## config.mk

```make
export PLATFORM = sky130hd
export DESIGN_NAME = memwb_skid_reg
export DESIGN_NICKNAME = d
export VERILOG_FILES = /design/src/rtl/memwb_skid_reg_pkg.sv /design/src/rtl/memwb_skid_reg_skid_buf.sv /design/src/rtl/memwb_skid_reg.sv
export SDC_FILE = /design/constraint.sdc
export NUM_CORES = 1
export LEC_CHECK = 0
export BUFFER_PORTS_ARGS = -buffer_cell sky130_fd_sc_hd__buf_2
export CAP_MARGIN = 20
export CELL_PAD_IN_SITES_DETAIL_PLACEMENT = 1
export CELL_PAD_IN_SITES_GLOBAL_PLACEMENT = 1
export CORE_MARGIN = 3
export CORE_UTILIZATION = 38
export CTS_CLUSTER_SIZE = 10
export DETAILED_ROUTE_END_ITERATION = 7
export GPL_ROUTABILITY_DRIVEN = 0
export PLACE_DENSITY = 0.88
export SLEW_MARGIN = 30
export SYNTH_ARGS = -nofsm -noshare
export SYNTH_HDL_FRONTEND = slang
export SYNTH_SLANG_ARGS = --single-unit
```

## constraint.sdc

```tcl
create_clock -name clk -period 5.6 [get_ports clk]
set_clock_uncertainty 0.15 [all_clocks]
set_input_delay 0.56 -clock clk [delete_from_list [all_inputs] [get_ports clk]]
set_output_delay 0.56 -clock clk [all_outputs]
set_load 0.005 [all_outputs]
```

## src/rtl/memwb_skid_reg_pkg.sv

```systemverilog
// Shared pipeline definitions: default widths, skid-buffer occupancy encoding
// and the writeback bundle layout used by the stage registers.
package memwb_skid_reg_pkg;

    localparam int XLEN_DEF  = 32;
    localparam int RAW_DEF   = 5;
    localparam int CNT_W_DEF = 32;

    localparam logic [RAW_DEF-1:0] ZERO_REG = '0;

    // Bit 0 = head valid, bit 1 = skid valid; the skid is only ever valid behind a valid head.
    localparam logic [1:0] ST_EMPTY = 2'b00;
    localparam logic [1:0] ST_ONE   = 2'b01;
    localparam logic [1:0] ST_FULL  = 2'b11;

    typedef struct packed {
        logic                reg_write;
        logic                mem_to_reg;
        logic [RAW_DEF-1:0]  write_reg;
        logic [XLEN_DEF-1:0] alu_out;
        logic [XLEN_DEF-1:0] read_data;
    } wb_bundle_t;

endpackage

```

## src/rtl/memwb_skid_reg_skid_buf.sv

```systemverilog
// Generic 2-entry valid/ready skid buffer over a packed bundle, with a
// synchronous flush. in_ready is registered (no path from out_ready).
module pipe_skid_buf
    import memwb_skid_reg_pkg::*;
#(
    parameter int W = 8
) (
    input  logic         clk,
    input  logic         rst,
    input  logic         i_flush,
    input  logic         i_valid,
    output logic         o_ready,
    input  logic [W-1:0] i_data,
    output logic         o_valid,
    input  logic         i_ready,
    output logic [W-1:0] o_data
);

    logic [1:0]   r_state;
    logic [W-1:0] r_head;
    logic [W-1:0] r_skid;
    logic         w_in_fire;
    logic         w_out_fire;

    assign o_valid    = r_state[0];
    assign o_ready    = ~r_state[1];
    assign o_data     = r_head;
    assign w_in_fire  = i_valid & o_ready;
    assign w_out_fire = o_valid & i_ready;

    always_ff @(posedge clk or posedge rst) begin
        if (rst) begin
            r_state <= ST_EMPTY;
            r_head  <= '0;
            r_skid  <= '0;
        end else if (i_flush) begin
            r_state <= ST_EMPTY;
        end else begin
            case (r_state)
                ST_EMPTY: begin
                    if (w_in_fire) begin
                        r_head  <= i_data;
                        r_state <= ST_ONE;
                    end
                end
                ST_ONE: begin
                    if (w_in_fire && w_out_fire) begin
                        r_head <= i_data;
                    end else if (w_in_fire) begin
                        r_skid  <= i_data;
                        r_state <= ST_FULL;
                    end else if (w_out_fire) begin
                        r_state <= ST_EMPTY;
                    end
                end
                ST_FULL: begin
                    if (w_out_fire) begin
                        r_head  <= r_skid;
                        r_state <= ST_ONE;
                    end
                end
                default: r_state <= ST_EMPTY;
            endcase
        end
    end

endmodule

```

## src/rtl/memwb_skid_reg.sv

```systemverilog
// MEM/WB stage register: skid-buffered writeback bundle with x0 write
// suppression, a forwarding tap for the hazard unit and a retire counter.
module memwb_skid_reg
    import memwb_skid_reg_pkg::*;
#(
    parameter int XLEN  = XLEN_DEF,
    parameter int RAW   = RAW_DEF,
    parameter int CNT_W = CNT_W_DEF
) (
    input  logic             clk,
    input  logic             rst,
    input  logic             flush,
    input  logic             in_valid,
    output logic             in_ready,
    input  logic             RegWriteM,
    input  logic             MemtoRegM,
    input  logic [RAW-1:0]   WriteRegM,
    input  logic [XLEN-1:0]  ALUOutM,
    input  logic [XLEN-1:0]  ReadDataM,
    output logic             out_valid,
    input  logic             out_ready,
    output logic             RegWriteW,
    output logic             MemtoRegW,
    output logic [RAW-1:0]   WriteRegW,
    output logic [XLEN-1:0]  ALUOutW,
    output logic [XLEN-1:0]  ReadDataW,
    output logic             fwd_valid,
    output logic [RAW-1:0]   fwd_reg,
    output logic [XLEN-1:0]  fwd_data,
    output logic [CNT_W-1:0] retire_cnt
);

    typedef struct packed {
        logic            reg_write;
        logic            mem_to_reg;
        logic [RAW-1:0]  write_reg;
        logic [XLEN-1:0] alu_out;
        logic [XLEN-1:0] read_data;
    } wb_t;

    wb_t              w_in_bundle;
    wb_t              w_head;
    logic             w_head_valid;
    logic             w_out_fire;
    logic [CNT_W-1:0] r_retire_cnt;

    // Writes to x0 are dropped at capture so nothing downstream sees them.
    assign w_in_bundle.reg_write  = RegWriteM & (WriteRegM != '0);
    assign w_in_bundle.mem_to_reg = MemtoRegM;
    assign w_in_bundle.write_reg  = WriteRegM;
    assign w_in_bundle.alu_out    = ALUOutM;
    assign w_in_bundle.read_data  = ReadDataM;

    pipe_skid_buf #(
        .W($bits(wb_t))
    ) u_skid (
        .clk     (clk),
        .rst     (rst),
        .i_flush (flush),
        .i_valid (in_valid),
        .o_ready (in_ready),
        .i_data  (w_in_bundle),
        .o_valid (w_head_valid),
        .i_ready (out_ready),
        .o_data  (w_head)
    );

    assign out_valid  = w_head_valid;
    assign RegWriteW  = w_head_valid & w_head.reg_write;
    assign MemtoRegW  = w_head.mem_to_reg;
    assign WriteRegW  = w_head.write_reg;
    assign ALUOutW    = w_head.alu_out;
    assign ReadDataW  = w_head.read_data;

    assign fwd_valid  = w_head_valid & RegWriteW;
    assign fwd_reg    = w_head.write_reg;
    assign fwd_data   = w_head.mem_to_reg ? w_head.read_data : w_head.alu_out;

    assign w_out_fire = w_head_valid & out_ready;
    assign retire_cnt = r_retire_cnt;

    // Flush does not clear the count: a bundle consumed during a flush still retired.
    always_ff @(posedge clk or posedge rst) begin
        if (rst) begin
            r_retire_cnt <= '0;
        end else if (w_out_fire && RegWriteW && (r_retire_cnt != {CNT_W{1'b1}})) begin
            r_retire_cnt <= r_retire_cnt + 1'b1;
        end
    end

endmodule

```

## Yosys cells after proc, flatten, opt, wreduce, memory -nomap -nowiden

Index checks and enable logic that the tools add are counted.

- Add/subtract/negate cells: 1
- Equal/unequal tests: 10
- Multiplexer cells: 12
- Bitwise logic cells: 8
- Reductions and logical operators: 9

Operator list:

| kind | count |
|---|---|
| $mux 71 | 3 |
| $pmux 71 s3 | 1 |
| $add 32x1->32 const B | 1 |
| $mux 32 | 1 |
| $ne 32x32->1 const B | 1 |
| $mux 2 | 6 |
| $reduce_and 4->1 | 2 |
| $ne 2x1->1 const B | 3 |
| $ne 3x2->1 const B | 2 |
| $pmux 2 s3 | 1 |
| $and 1x1->1 | 5 |
| $reduce_and 5->1 | 1 |
| $reduce_bool 5->1 | 1 |
| $ne 4x2->1 const B | 1 |
| $logic_and 1x1->1 | 3 |
| $ne 3x3->1 const B | 1 |
| $not 1->1 | 3 |
| $reduce_bool 3->1 | 1 |
| $eq 2x1->1 const B | 1 |
| $eq 2x2->1 const B | 1 |
| $logic_not 2->1 | 1 |

- Flip-flop bits (word level): 176
- Bits of input ports: 76
- Output and inout port bits: 143

## Longest topological paths before layout

Gate-level depths: netlist of the first run.

- Depth in word-level cells: 6
- Depth in mapped cells: 8
- Gate-level depth less buffers: 6

## By module

A second synthesis of the first run with hierarchy kept.

- Cell total of the unflattened synthesis: 594
- Area total of the unflattened synthesis: 8,685.8 sq um

Modules (own cells, without submodules):

| module | instances | cells each | area an instance (sq um) |
|---|---|---|---|
| pipe_skid_buf | 1 | 404 | 6,640.1 |
| memwb_skid_reg | 1 | 190 | 2,045.7 |

## Worst setup path before layout of the first run

No wires, ideal clock.

- Kind: flip-flop to flip-flop
- Start: register u_skid.r_state[1]
- End: register u_skid.r_skid[10]
- Arrival: 1,998 ps
- Data required time: 5,325 ps
- Setup slack: 3,328 ps
- Cell stages (with the launch flop): 9
- Clock period less this slack: 2,272 ps
- Path through: dfrtp_1 inv_1 ha_1 nand3_1 a21oi_1 nor2b_1 clkbuf_1 clkbuf_1 mux2_2

- Word-level cells in the longest chain between the ends: 5

RTL lines:

| element | RTL line | RTL |
|---|---|---|
| start, declared | memwb_skid_reg_skid_buf.sv:19 | `logic [1:0] r_state;` |
| start signal, assigned | memwb_skid_reg_skid_buf.sv:33 | `r_state <= ST_EMPTY;` |
| start signal, assigned | memwb_skid_reg_skid_buf.sv:37 | `r_state <= ST_EMPTY;` |
| start signal, assigned | memwb_skid_reg_skid_buf.sv:43 | `r_state <= ST_ONE;` |
| $not 1->1 (*) | memwb_skid_reg_skid_buf.sv:26 | `assign o_ready = ~r_state[1];` |
| net in_ready | memwb_skid_reg.sv:14 | `output logic in_ready,` |
| $and 1x1->1 (*) | memwb_skid_reg_skid_buf.sv:28 | `assign w_in_fire = i_valid & o_ready;` |
| $logic_and 1x1->1 | memwb_skid_reg_skid_buf.sv:47 | `if (w_in_fire && w_out_fire) begin` |
| $not 1->1 (no source line) | - |  |
| $reduce_and 4->1 (no source line) (*) | - |  |
| end signal, assigned | memwb_skid_reg_skid_buf.sv:50 | `r_skid <= i_data;` |
| end, declared | memwb_skid_reg_skid_buf.sv:21 | `logic [W-1:0] r_skid;` |

The timed path passes the listed nets; every way through them passes the cells marked *.
A chain may end at the register's enable or synchronous reset.

## Final worst setup path of the first run

- Start: register u_skid.r_state[1]
- End: register u_skid.r_skid[49]

- Word-level cells in the longest chain between the ends: 5

RTL lines:

| element | RTL line |
|---|---|
| $not 1->1 | memwb_skid_reg_skid_buf.sv:26 |
| $and 1x1->1 | memwb_skid_reg_skid_buf.sv:28 |
| $logic_and 1x1->1 | memwb_skid_reg_skid_buf.sv:47 |
| $not 1->1 (no source line) | - |
| $reduce_and 4->1 (no source line) (*) | - |

Every way passes the cells marked *; elsewhere a longest branch is shown, timed or not.

==> results of run 1 <==
-- registers in the layout, indices dropped and copies added (netlist names) --
name and flops:
u_skid.r_state 2, u_skid.r_skid 71, u_skid.o_data 71, retire_cnt 32
-- per-stage QoR --
step	hold slack [ps]	power [mW]	instance area [um^2]	setup WS [ps]	util (%)
global placement	326	3.73	9360	2420	42.6
CTS	84.6	5.08	9960	2270	45.4
finish	73.4	5.01	9980	2350	45.5
global route	117	5.36	9980	2170	45.5
detailed placement	331	3.87	9370	2320	42.7
floorplan	317	3.40	8550	116	-
-- area by class of cell --
type,count,area (um^2)
Inverter,6,27.5
Antenna cell,1,2.50
Clock inverter,15,165
Fill cell,2437,12000
Multi-Input combinational cell,452,3460
Sequential cell,176,4410
Tap cell,280,350
Clock buffer,17,425
Timing Repair Buffer,224,1150
-- worst max-delay path: stages (launching register included) --
cell and delay [ps]:
dfrtp_1 470, inv_1 170, ha_1 220, nand3_1 110
a21oi_1 190, nor2b_4 750, buf_4 620, mux2_2 410
-- worst max-delay path by stage --
| stage | startpoint | to | slack, ps |
|---|---|---|---|
| 3_3_place_gp | u_skid.r_state[1] | u_skid.r_skid[64] | 2420 |
| 3_5_place_dp | u_skid.r_state[1] | u_skid.r_skid[47] | 2320 |
| 6_report | u_skid.r_state[1] | u_skid.r_skid[49] | 2350 |
| 5_1_grt | u_skid.r_state[1] | u_skid.r_skid[6] | 2170 |
| 2_1_floorplan | rst | retire_cnt[0] | 120 |
| 4_1_cts | u_skid.r_state[1] | u_skid.r_skid[8] | 2270 |
-- where the power goes --
part           switching (mW)  internal [mW]  total, mW
Combinational           0.743          0.867       1.61
Sequential              0.427           1.79       2.22
Clock                   0.583          0.600       1.18
-- layer usage --
metal  GRT usage [%]  vias to the layer above
li1                -                     2773
met1            20.7                     2949
met2            30.1                      155
met3            5.49                       34
met4            5.59                       10
met5               0                        -
-- cell usage after synthesis, drive strengths merged --
cell type and number:
xor2 7, nand2b 1, nor4 2, a22oi 2, and2b 1, nor2b 1, o21ai 74, xnor2 25
mux2i 72, nor2 10, nor3 5, or4 2, a2111o 1, dfrtp 176, nand2 84, mux2 103
a2111oi 1, clkbuf 30, and2 4, buf 81, nand3 20, or2 1, inv 6, ha 6
a22o 1, nand4 13, nand3b 1, a21oi 3, and3 7, and4 4, a31oi 1
-- cell families after synthesis --
| logic type | Yosys count | synth area share (%) |
|---|---|---|
| multiplexers | 175 | 22.0 |
| buffers and inverters | 117 | 8.47 |
| XOR/XNOR | 32 | 3.28 |
| AO/OA/AOI/OAI | 83 | 5.17 |
| AND/OR/NAND/NOR | 156 | 8.68 |
| adder cells (fa/ha/maj) | 6 | 0.878 |
| flip-flops | 176 | 51.5 |
==> summary.txt, run 1 <==
Clocking
  • Post-CTS Repair Setup Buffers: 0
  • CTS resizes: 0
  • CTS tree: built
  • Worst-path clk slew: 80 ps
  • H-tree depth: 4
  • CTS Buf Count: 17
  • CTS Root Cell: clkbuf_16
  • Clock Tree Buf Depth: 2
  • Clk_lat worst skew: 420 ps
  • Hold Buf Count CTS: 0
  • Clk sinks: 176

Finish
  • Most frequent cells in the layout: 218 x buf_2, 175 x dfrtp_1, 103 x mux2_2, 84 x nand2_1, 74 x o21ai_0
  • Commonest non-fill, non-tap cell in the layout: buf_2
  • Fin cells: 1171
  • Layout Area Growth over Synthesis: 16.8%
  • Layout Nets: 959
  • Layout cells sized above 1: 41.7%

Critical path
  • Arr. time, crit path: 3400 ps
  • CP max FO: 43
  • CP startpoint kind: flop
  • R2R setup slack: 2350 ps
  • Setup crit end kind: flop
  • R2r endpoint: u_skid.r_skid[49]
  • Worst r2r path cells: 7
  • Setup CP Type: reg2reg
  • Worst path required time: 5750 ps
  • Reg-to-Reg Start: u_skid.r_state[1]

Routing
  • Number of DRC markers in iteration 0: 196
  • ANT nets after route: 0
  • Met2 WL: 10600 um
  • Uppermost routed layer: met5
  • DRC Markers: 0
  • Met3 wire length: 1450 um
  • DR pass1 iterations: 4
  • Routed vias: 5921
  • DRT met1 WL: 9110 um
  • Avg WL per Cell: 18.5 um
  • DRT Wirelength: 21600 um
  • Via/cell ratio: 5.06

Synthesis
  • Yosys reg bits: 176
  • Leading post-synthesis cells by cell area: dfrtp_1 52%, mux2_2 14%, mux2i_1 8.4%
  • Syn Nets: 827
  • Ys Warns: 0
  • Share of the synthesized area in the top cell type: 51.5%
  • Mapped Area: 0.00855 mm^2
  • Register area share after synthesis: 51.5%
  • Netlist cell types: 37
  • Synth Instances: 745
  • Post-synth top area cell: dfrtp_1
  • Avg Cell Area, Syn: 11.5 um^2

STA
  • Slew HR: 42.3%
  • Unrepaired setup endpoints after global routing: no
  • Final Setup Violations: 0
  • Crit share post-route: 58.0%
  • Final Slew Violations: 0
  • Worst-Margin Slew: 863 ps
  • Crit path time final: 3250 ps
  • Total negative slack: 0 ps
  • Achievable clock frequency: 308 MHz
  • Endpoints failing hold: 0

Die
  • Top Ports: 219
  • Core area: 0.0220 mm^2
  • Initial Util: 38.9%
  • Rows: 54
  • Chip width: 156 um
  • Die Span Y: 156 um
  • Die ar.: 0.0243 mm^2

GRT
  • Initial antenna violation count: 5
  • Vias in the first global route: 6233
  • Largest net degree at the start of global routing: 96
  • Grt total ovfl: 0
  • First-pass GRT wire length: 33400 um
  • Gr usage total: 17.4%

Pwr
  • Peak VDD IR: 0.180 mV
  • Power Density: 502 mW/mm^2
  • Leakage: 4.65 nW

Job
  • Max cap viols: 0

Outcome
  • Outcome: finished clean

Placement
  • Hpwl dp: 15400 um
  • Placed instance count: 1137
  • # port buffers: 218

Hold path
  • Worst Hold Class: in2async
Note: power is estimated with default switching activity, not from simulation.
==> inputs of run 2 (changes only) <==
--- a/config.mk
+++ b/config.mk
@@ -10,11 +10,11 @@
 export CELL_PAD_IN_SITES_DETAIL_PLACEMENT = 1
 export CELL_PAD_IN_SITES_GLOBAL_PLACEMENT = 1
 export CORE_MARGIN = 3
-export CORE_UTILIZATION = 38
+export CORE_UTILIZATION = 42
 export CTS_CLUSTER_SIZE = 10
 export DETAILED_ROUTE_END_ITERATION = 7
 export GPL_ROUTABILITY_DRIVEN = 0
-export PLACE_DENSITY = 0.88
+export PLACE_DENSITY = 0.92
 export SLEW_MARGIN = 30
 export SYNTH_ARGS = -nofsm -noshare
 export SYNTH_HDL_FRONTEND = slang
==> constraint.sdc (replaced) <==
create_clock -name clk -period 3 [get_ports clk]
set_clock_uncertainty 0.15 [all_clocks]
set_input_delay 0.3 -clock clk [delete_from_list [all_inputs] [get_ports clk]]
set_output_delay 0.3 -clock clk [all_outputs]
set_load 0.005 [all_outputs]
==> run 2 against run 1 <==
Effect of this change:
- fmax grew 32%
- worst setup slack lost 1800 ps
- final cell count grew 5.0%
- largest cell class unchanged
- design area grew 7.2%
- critical path depth shrank 3
- highest routed layer unchanged
- global-route usage grew 5.6 points
- largest power group unchanged
- sequential cell count is the same
- hold slack lost 61 ps
- first-iteration DRC count grew 38%
- clock power grew 86%
- combinational power grew 100%
==> summary.txt, run 2 (synthesized netlist as in run 1, its figures left out) <==
Finish
  • Layout Area Growth over Synthesis: 25.2%
  • Layout Nets: 1030
  • Filler Cells Inserted: 2095
  • Fin area: 0.0107 mm^2
  • Most frequent cells in the layout: 218 x buf_2, 175 x dfrtp_1, 103 x mux2_2, 84 x nand2_1, 74 x o21ai_0
  • Layout cells sized above 1: 38.7%
  • Commonest non-fill, non-tap cell in the layout: buf_2

STA
  • Final Slew Violations: 0
  • Slew HR: 42.1%
  • Total negative slack: 0 ps
  • Endpoints failing hold: 0
  • Final Setup Violations: 0
  • Crit share post-route: 82.0%
  • Crit path time final: 2460 ps
  • Achievable clock frequency: 406 MHz
  • Unrepaired setup endpoints after global routing: no
  • Worst-Margin Slew: 869 ps

Die
  • Top Ports: 219
  • Die Span Y: 149 um
  • Chip width: 149 um
  • Rows: 51
  • Initial Util: 43.4%
  • Die ar.: 0.0221 mm^2
  • Core area: 0.0197 mm^2

Critical path
  • Worst Path Buf+Inv: 0
  • Setup crit end kind: flop
  • Worst path required time: 3170 ps
  • CP cell instances: nand4_1, nor4_1, a31oi_2, mux2_2
  • Crit-path slowest cell: nor4_1
  • Slowest stage delay, CP: 640 ps
  • Top delay family on crit path: simple AND/OR/NAND/NOR gates
  • R2R setup slack: 540 ps
  • CP max FO: 13
  • CP startpoint kind: flop
  • Setup CP Type: reg2reg
  • Arr. time, crit path: 2630 ps

GRT
  • Grt total ovfl: 0
  • Gr usage total: 23.0%
  • Largest net degree at the start of global routing: 113
  • First-pass GRT wire length: 39900 um
  • Initial antenna violation count: 4
  • Vias in the first global route: 7163

Clocking
  • Clock Tree Buf Depth: 2
  • Post-CTS Repair Setup Buffers: 0
  • Worst-path clk slew: 80 ps
  • Clk sinks: 176
  • CTS tree: built
  • H-tree depth: 4
  • CTS Buf Count: 17
  • CTS Root Cell: clkbuf_16
  • Clk_lat worst skew: 430 ps

Placement
  • Hpwl dp: 15600 um
  • Placed cell areas: 0.00942 mm^2
  • # port buffers: 218

Job
  • Max cap viols: 0

Routing
  • ANT nets after route: 0
  • DRT Wirelength: 25400 um
  • DR pass1 iterations: 4
  • DRC Markers: 0
  • Routed vias: 6493
  • Number of DRC markers in iteration 0: 271
  • Avg WL per Cell: 20.7 um
  • Via/cell ratio: 5.28

Pwr
  • Power Density: 903 mW/mm^2
  • Peak VDD IR: 0.408 mV
  • Leakage: 4.94 nW

Outcome
  • Outcome: finished clean

Hold path
  • Worst Hold Class: in2reg
-- run 2: changes by cell type in the layout (fill, tap and decap cells not counted), moves of 2 or more --
cell           before  now
buf_12              1    4
diode_2             1    3
dlygate4sd3_1       0   70
clkinv_8            4    2
buf_4               5    3
clkinvlp_4          0    3
-- run 2: area by class of cell --
cell class	instances	area, um^2	share of cell area, %
antenna	3	7.51	0.0701
clock buffer	18	439	4.10
clock inverter	14	143	1.33
inverter	6	26.3	0.245
multi-input combinational	452	3460	32.3
sequential	176	4410	41.2
tap	265	332	3.10
timing repair buffer	295	1890	17.7
-- run 2: final timing paths --
path                       depth (start not counted)           endpoint               from
max in group asynchronous                          4  u_skid.r_skid[51]                rst
setup / recovery                                   4      retire_cnt[1]     retire_cnt[28]
min in group asynchronous                          4      retire_cnt[3]                rst
hold reg to reg                                    1  u_skid.r_skid[63]  u_skid.r_skid[63]
hold / removal                                     2  u_skid.r_skid[32]         ALUOutM[0]
setup reg to reg                                   4      retire_cnt[1]     retire_cnt[28]
-- run 2: per-layer routing --
metal | wire, um | up-vias | share of wire [%] | GRT usage (%)
li1 | - | 2918 | - | -
met3 | 1710 | 59 | 6.7 | 6.95
met1 | 9950 | 3298 | 39 | 26.1
met5 | 13 | - | 0.051 | 0
met4 | 755 | 2 | 3.0 | 8.13
met2 | 13000 | 216 | 51 | 41.1
-- run 2: power by group --
| part | switching, mW | internal [mW] | total (mW) |
|---|---|---|---|
| sequential | 0.891 | 3.35 | 4.24 |
| combinational | 1.55 | 1.68 | 3.24 |
| clock | 1.07 | 1.13 | 2.19 |
-- run 2: worst register-to-register path, stage by stage, from the launching register on --
cell	delay, ps
dfrtp_1	430
nand4_1	220
nor4_1	650
a31oi_2	490
mux2_2	410
-- run 2: timing repair --
action,CTS,global route
hold endpoints to repair,245,0
hold buffers,70,0
gates resized for setup,0,0
-- run 2: stage by stage --
step           power [mW]  std cells  hold slack, ps  setup slack (ps)  utilization [%]
2_1_floorplan        6.36        745             302               297                -
3_3_place_gp         6.98       1124             300               437             47.7
3_5_place_dp         7.28       1124             306               586             47.8
4_1_cts              9.61       1226            1.17               546             54.3
5_1_grt              10.3       1227            9.68               305             54.3
6_report             9.67       1229            12.5               539             54.3
==> inputs of run 3 (changes only) <==
--- a/config.mk
+++ b/config.mk
@@ -10,11 +10,11 @@
 export CELL_PAD_IN_SITES_DETAIL_PLACEMENT = 1
 export CELL_PAD_IN_SITES_GLOBAL_PLACEMENT = 1
 export CORE_MARGIN = 3
-export CORE_UTILIZATION = 42
+export CORE_UTILIZATION = 38
 export CTS_CLUSTER_SIZE = 10
 export DETAILED_ROUTE_END_ITERATION = 7
 export GPL_ROUTABILITY_DRIVEN = 0
-export PLACE_DENSITY = 0.92
+export PLACE_DENSITY = 0.88
 export SLEW_MARGIN = 30
 export SYNTH_ARGS = -nofsm -noshare
 export SYNTH_HDL_FRONTEND = slang
==> constraint.sdc (replaced) <==
create_clock -name clk -period 2.2 [get_ports clk]
set_clock_uncertainty 0.15 [all_clocks]
set_input_delay 0.22 -clock clk [delete_from_list [all_inputs] [get_ports clk]]
set_output_delay 0.22 -clock clk [all_outputs]
set_load 0.005 [all_outputs]
==> run 3 against run 2 <==
Effect of this change:
- sequential cell count did not move
- sequential power grew 32%
- non-clock buffer count is 27 higher
- clock power rose by 36%
- sequential share of layout area fell by 1.3 points
- fmax is 16% higher
- highest routed layer unchanged
- global-route usage down 2.7 points
- via count barely moved
- register-to-register slack lost 460 ps
==> summary.txt, run 3 (synthesized netlist as in run 1, its figures left out) <==
Outcome
  • Outcome: finished clean

Job
  • Max cap viols: 0

Clocking
  • Clk_lat worst skew: 420 ps
  • Clock Tree Buf Depth: 2
  • Clk sinks: 176
  • CTS tree: built
  • CTS Buf Count: 17
  • H-tree depth: 4
  • Worst-path clk slew: 80 ps
  • CTS Root Cell: clkbuf_16

Finish
  • Register Area: 0.00441 mm^2
  • Core Util, Final: 50.3%
  • Layout cells sized above 1: 41.3%
  • Layout Nets: 1057
  • Layout Area Growth over Synthesis: 29.3%
  • Footprint of the multi-input gates: 0.00348 mm^2
  • Filler Cells Inserted: 2389
  • Most frequent cells in the layout: 218 x buf_2, 172 x dfrtp_1, 103 x mux2_2, 84 x nand2_1, 72 x mux2i_1
  • Commonest non-fill, non-tap cell in the layout: buf_2

Die
  • Die Span Y: 156 um
  • Initial Util: 38.9%
  • Top Ports: 219
  • Chip width: 156 um
  • Die ar.: 0.0243 mm^2
  • Rows: 54
  • Core area: 0.0220 mm^2

Pwr
  • Leakage: 5.11 nW
  • Power Density: 1200 mW/mm^2
  • Peak VDD IR: 0.596 mV

GRT
  • Initial antenna violation count: 3
  • Vias in the first global route: 6961
  • First-pass GRT wire length: 38900 um
  • Largest net degree at the start of global routing: 97
  • Gr usage total: 20.3%
  • Grt total ovfl: 0

STA
  • Crit share post-route: 96.3%
  • Unrepaired setup endpoints after global routing: yes
  • Slew HR: 67.3%
  • Crit path time final: 2120 ps
  • WHS: 5.56 ps
  • Final Setup Violations: 0
  • Endpoints failing hold: 0
  • Final Slew Violations: 0
  • Worst-Margin Slew: 490 ps
  • Achievable clock frequency: 472 MHz

Routing
  • ANT nets after route: 0
  • DRT Wirelength: 25400 um
  • Avg WL per Cell: 20.0 um
  • Via/cell ratio: 5.12
  • DR pass1 iterations: 4
  • Number of DRC markers in iteration 0: 240
  • Routed vias: 6499
  • DRC Markers: 0

Hold path
  • Worst hold start: RegWriteM
  • Worst Hold Class: in2reg

Critical path
  • Setup CP Type: reg2reg
  • R2r endpoint: u_skid.r_skid[43]
  • CP startpoint kind: flop
  • Worst r2r path cells: 8
  • Reg-to-Reg Start: u_skid.r_state[1]
  • Worst path required time: 2360 ps
  • Setup crit end: u_skid.r_skid[43]
  • Setup crit end kind: flop
  • Arr. time, crit path: 2280 ps
  • Setup crit start: u_skid.r_state[1]
  • R2R setup slack: 80 ps
  • CP max FO: 11

Placement
  • # port buffers: 218
  • Hpwl dp: 16100 um
-- run 3: cell types whose count changed in the layout (fill, tap and decap cells not counted), moves of 3 or more --
| cell | before | now |
|---|---|---|
| o21ai_0 | 74 | 70 |
| o21ai_1 | 0 | 4 |
| nand3_2 | 1 | 4 |
| dfrtp_2 | 1 | 4 |
| buf_4 | 3 | 21 |
| nand3_1 | 18 | 15 |
| dfrtp_1 | 175 | 172 |
| clkbuf_16 | 17 | 20 |
-- run 3: power by group --
part | switching (mW) | total (mW) | internal, mW
logic | 2.26 | 4.75 | 2.48
registers | 1.03 | 5.60 | 4.57
clock network | 1.46 | 2.97 | 1.51
total | 4.75 | 13.3 | 8.57
-- run 3: worst min path at each step --
stage / endpoint / slack [ps] / cells past startpoint
floorplan: u_skid.r_skid[0] / 220 / 1
global placement: retire_cnt[6] / 50 / 2
detailed placement: retire_cnt[3] / 50 / 2
CTS: u_skid.r_skid[70] / 10 / 3
global route: u_skid.r_skid[70] / 10 / 3
finish: u_skid.r_skid[70] / 6 / 3
-- run 3: layout make-up --
cell class                      instances  area share [%]
Antenna cell                            1          0.0226
Clock buffer                           18            3.88
Clock inverter                         14            1.31
Inverter                                6           0.238
Multi-Input combinational cell        452            31.5
Sequential cell                       176            39.9
Tap cell                              280            3.17
Timing Repair Buffer                  322            19.9
-- run 3: metal layers --
layer	GRT usage (%)	part of all wire (%)	vias to the layer above	routed length, um
li1	-	-	2984	-
met1	25.6	43	3276	10900
met2	34.9	50	196	12700
met3	4.63	5.0	39	1270
met4	5.76	1.9	4	491
met5	0	0.11	-	27
-- run 3: timing repair --
item / in CTS / in global routing
hold buffers: 71 / 0
gates cloned: 1 / 3
hold endpoints to repair: 232 / 0
gates resized for setup: 5 / 18
setup endpoints to repair: 59 / 106
pin swaps: 0 / 0
setup buffers: 1 / 3
-- run 3: metrics by stage --
step	setup slack [ps]	setup TNS [ps]	cells	total power [mW]	instance area [um^2]
floorplan	-423	-74380	745	8.67	8550
global placement	96.9	0	1158	9.62	9580
detailed placement	-36.9	-617	1158	9.98	9580
CTS	15.5	0	1263	13.1	10900
global route	-11.7	-38.6	1269	14.2	11100
finish	81.2	0	1269	13.3	11100
-- run 3: critical path, stage by stage (launching register included) --
cell	delay, ps
dfrtp_1	390
inv_2	100
ha_2	210
nand3_2	100
a21oi_2	150
nor2b_4	220
buf_6	160
buf_12	150
mux2_2	360
